[src/rtl/flash_loader.sv]
// flash_loader: boot loader turning a byte stream into little-endian word writes on the flash port,
// holding the CPU in reset until the whole image has been written.
module flash_loader #(
   parameter int              WIDTH     = 32,
   parameter logic [WIDTH-1:0] BASE_ADDR = 32'h0,
   parameter int              MAX_WORDS = 1024
) (
   input  logic             clk,
   input  logic             rst,
   input  logic             rx_valid,
   input  logic [7:0]       rx_data,
   output logic             rx_ready,
   input  logic             start,
   output logic             flash_en,
   output logic [WIDTH-1:0] flash_addr,
   output logic [WIDTH-1:0] flash_data,
   output logic             cpu_hold,
   output logic             done,
   output logic             err
);
   typedef enum logic [2:0] {LEN, DATA, WRITE, DONE, ERROR} state_t;
   state_t           state, state_n;
   logic [1:0]       byte_cnt;
   logic [23:0]      sr;
   logic [WIDTH-1:0] words_left, full;
   logic             xfer, last, rearm;
   assign rx_ready = rst & (state == LEN || state == DATA);
   assign xfer     = rx_valid & rx_ready;
   assign last     = xfer & (byte_cnt == 2'd3);
   assign full     = {rx_data, sr};
   assign rearm    = start & (state == DONE || state == ERROR);
   always_comb begin
      state_n = state;
      case (state)
         LEN:     if (last) state_n = full == '0 ? DONE : full > WIDTH'(MAX_WORDS) ? ERROR : DATA;
         DATA:    if (last) state_n = WRITE;
         WRITE:   state_n = words_left == WIDTH'(1) ? DONE : DATA;
         default: if (start) state_n = LEN;
      endcase
   end
   always_ff @(posedge clk or negedge rst)
      if (!rst) state <= LEN;
      else      state <= state_n;
   // Header and data bytes share one shift register; the 4th byte completes the word directly.
   always_ff @(posedge clk or negedge rst) begin
      if (!rst) begin
         byte_cnt   <= '0;
         sr         <= '0;
         words_left <= '0;
         flash_en   <= 1'b0;
         flash_addr <= BASE_ADDR;
         flash_data <= '0;
         cpu_hold   <= 1'b1;
         done       <= 1'b0;
         err        <= 1'b0;
      end else begin
         flash_en <= (state == DATA) & last;
         cpu_hold <= state_n != DONE;
         done     <= state_n == DONE;
         err      <= state_n == ERROR;
         if (xfer) begin
            byte_cnt <= byte_cnt + 2'd1;
            sr       <= {rx_data, sr[23:8]};
         end
         if (state == LEN && last) words_left <= full;
         if (state == DATA && last) flash_data <= full;
         if (state == WRITE) begin
            flash_addr <= flash_addr + WIDTH'(4);
            words_left <= words_left - WIDTH'(1);
         end
         if (rearm) begin
            byte_cnt   <= '0;
            flash_addr <= BASE_ADDR;
         end
      end
   end
endmodule
[config.mk]
export PLATFORM = sky130hd
export DESIGN_NAME = flash_loader
export DESIGN_NICKNAME = d
export VERILOG_FILES = /design/src/rtl/flash_loader.sv
export SDC_FILE = /design/constraint.sdc
export NUM_CORES = 1
export LEC_CHECK = 0
export CORE_MARGIN = 2
export CORE_UTILIZATION = 40
export CTS_CLUSTER_SIZE = 30
export DETAILED_ROUTE_END_ITERATION = 12
export PLACE_DENSITY = 0.64
export SYNTH_ARGS = -nofsm -noshare
export SYNTH_HDL_FRONTEND = slang
export SYNTH_SLANG_ARGS = --single-unit
export TNS_END_PERCENT = 10
[constraint.sdc]
create_clock -name clk -period 2.8 [get_ports clk]
set_input_delay 0.84 -clock clk [delete_from_list [all_inputs] [get_ports clk]]
set_output_delay 0.84 -clock clk [all_outputs]
set_load 0.01 [all_outputs]
==> flow_metrics.env <==
export IMPL_drive_gt1_frac=0.209
export IMPL_power_density_nw_per_um2=1070
export IMPL_peakVddDrop_mv=0.534
export IMPL_cts_tree="built"
export IMPL_path_class="reg -> out"
export IMPL_wl_met3_um=704
export IMPL_grt_pass1_vias=4661
export IMPL_netlist_area_um2=5900
export IMPL_wl_met1_um=6530
export IMPL_final_max_slew_viol_count=0
export IMPL_path_clk_slew_ns=0.06
export IMPL_critPathCaptureType="primary output"
export IMPL_gr_total_overflow=0
export IMPL_cts_setup_buffers=0
export IMPL_hold_buffers=0
export IMPL_die_area_um2=15700
export IMPL_finalSetupViolCount=0
export IMPL_async_flop_share=1.00
export IMPL_viasPerCell=5.53
export IMPL_slew_limit_headroom=0.503
export IMPL_routed_wl_um=14400
export IMPL_syn_area_per_cell_um2=11.1
export IMPL_ys_ff_latch=127
export IMPL_status="finished, final reports clean"
export IMPL_ys_warnings_count=0
export IMPL_cts_resized=0
export IMPL_fmax_mhz=384
export IMPL_clk_latency_ns=0.42
export IMPL_rsz0062_at_grt="false"
export IMPL_grt_usage=0.195
export IMPL_pin_count=81
export IMPL_die_h_um=125
export IMPL_htree_levels=4
export IMPL_setup_ws_ns=0.192
export IMPL_drv_cap=0
export IMPL_synth_cells=531
export IMPL_antenna_found_initial=0
export IMPL_leakage_uw=0.00325
export IMPL_first_pass_iters=5
export IMPL_dpl_hpwl_um=9880
export IMPL_worstMarginPinSlew_ns=0.745
export IMPL_worstPathRequired_ns=1.96
export IMPL_layout_cells_non_filler=824
export IMPL_start_util=0.408
export IMPL_worstPathArrival_ns=1.77
export IMPL_nets=643
export IMPL_hold_viol_final=0
export IMPL_grt_pass1_wl_um=24400
export IMPL_first_iter_violations=279
export IMPL_area_growth_syn_to_layout_pct=29.5
export IMPL_grt_max_degree=58
export IMPL_routedWlPerCell_um=17.5
export IMPL_placed_cells=792
export IMPL_root_buffer="clkbuf_16"
export IMPL_core_area_um2=14500
export IMPL_rows=44
export IMPL_hp_class="in -> async"
export IMPL_power_uw=8210
export IMPL_startpoint_type="register"
export IMPL_highest_layer="met4"
export IMPL_die_w_um=125
export IMPL_io_buffers=78
export IMPL_num_vias=4553
export IMPL_fin_crit_ns=2.61
export IMPL_synth_cell_types=55
export IMPL_synth_edf_count=0
export IMPL_cts_sinks=127
export IMPL_gp_congestion=0.868
export IMPL_drt_antenna_violating_nets=0
export IMPL_route_met2_wl_um=6900
export IMPL_pre_cts_ws_ns=-0.206
export IMPL_ys_flop_type="dfrtp_1"
export IMPL_skew_ns=0.0118
export IMPL_cts_buffers=17
export IMPL_yosysSeqAreaShare=0.539
export IMPL_drc=0
export IMPL_clock_tree_buffer_depth=2
export IMPL_antenna_cells=0
export IMPL_fin_crit_sh=0.931
export IMPL_critPathMaxFanout=11
## sequential cells by signal (all words and copies together) (netlist names)
signal and cells:
flash_data 32, words_left 32, flash_addr 30, sr 24, state 3, byte_cnt 2, cpu_hold 1, done 1
err 1, flash_en 1
## final cells by class
cell class / count / area [um2]
fill: 1265 / 6840
sequential: 127 / 3180
multi-input combinational: 368 / 2600
timing repair buffer: 104 / 1010
clock buffer: 18 / 429
tap: 184 / 230
clock inverter: 14 / 160
inverter: 9 / 33.8
## synthesized netlist by cell type, types with 5 or more instances
cell type  count  area share
nor3_1        16       0.014
o21ai_0       11      0.0093
and4_1         6      0.0089
xnor2_1        5      0.0074
a211oi_1       7      0.0089
o211ai_1       6      0.0076
nor2b_1        5      0.0053
and3_1         8      0.0085
clkbuf_1      22       0.014
a21oi_1        5      0.0042
dfrtp_1      126        0.53
nor2_1        55       0.035
nor4_1        16       0.017
nand4_1       15       0.016
mux2_2        60        0.11
a311oi_1       7       0.010
o311ai_0       5      0.0074
nand3_1       18       0.015
a31oi_1        6      0.0064
xor2_1        19       0.028
nand2_1       37       0.024
inv_1          9      0.0057
## through the flow
| step | setup TNS [ns] | utilization | instance area [um2] | hold WS [ns] |
|---|---|---|---|---|
| final | 0 | 0.528 | 7640 | 0.447 |
| after global routing | 0 | 0.528 | 7640 | 0.490 |
| after CTS | 0 | 0.528 | 7640 | 0.450 |
| after detailed placement | -0.313 | 0.487 | 7050 | 0.494 |
| after global placement | -0.321 | 0.487 | 7050 | 0.492 |
| after floorplan | 0 | - | 5910 | 0.472 |
## cell usage in the layout (no fill, tap or decap), types with 8 or more instances in the layout
cell and instances:
nor4_1 16, o21ai_0 11, nor3_1 16, xor2_1 19, nand3_1 18, clkbuf_16 17
nand4_1 15, and3_1 8, inv_1 9, nand2_1 37, buf_4 24, clkdlybuf4s50_1 77
nor2_1 55, dfrtp_1 126, mux2_2 60
## cells by family (layout without fill, tap and decap cells)
logic type	count (synthesis)	in the layout	synth area share
buf+inv	37	145	0.0250
flops	127	127	0.539
simple gates	208	208	0.189
compound gates	68	68	0.0848
xor+xnor	24	24	0.0356
mux	62	62	0.118
other cells	1	2	0.000635
fa+ha+maj	4	4	0.00848
## where the power goes
part | internal (uW) | switching, uW
Sequential | 2630 | 870
Combinational | 1480 | 1040
Clock | 1320 | 865
Total | 5440 | 2770
## layer usage
metal,vias up,track usage
met2,128,0.306
li1,2139,-
met4,0,0.0784
met1,2266,0.264
met5,-,0
met3,20,0.0436
## critical path, cell delays in order (launching register included)
cell             delay [ns]
dfrtp_1                0.50
nor3b_1                0.26
clkdlybuf4s50_1        0.58
## worst paths after layout
check | cells past startpoint | slack (ns) | from | to
worst min-delay path | 2 | 0.45 | rst | words_left[4]$_DFFE_PN0P_
min in group clk | 1 | 0.50 | flash_data[8]$_DFFE_PN0P_ | flash_data[8]$_DFFE_PN0P_
worst max-delay path | 2 | 0.19 | state[1]$_DFF_PN0_ | rx_ready
worst min register to register | 1 | 0.50 | flash_data[8]$_DFFE_PN0P_ | flash_data[8]$_DFFE_PN0P_
worst max register to register | 5 | 0.34 | words_left[20]$_DFFE_PN0P_ | cpu_hold$_DFF_PN1_
max in group asynchronous | 3 | 1.07 | rst | words_left[29]$_DFFE_PN0P_
No activity file was read; power rests on OpenSTA's default activity.
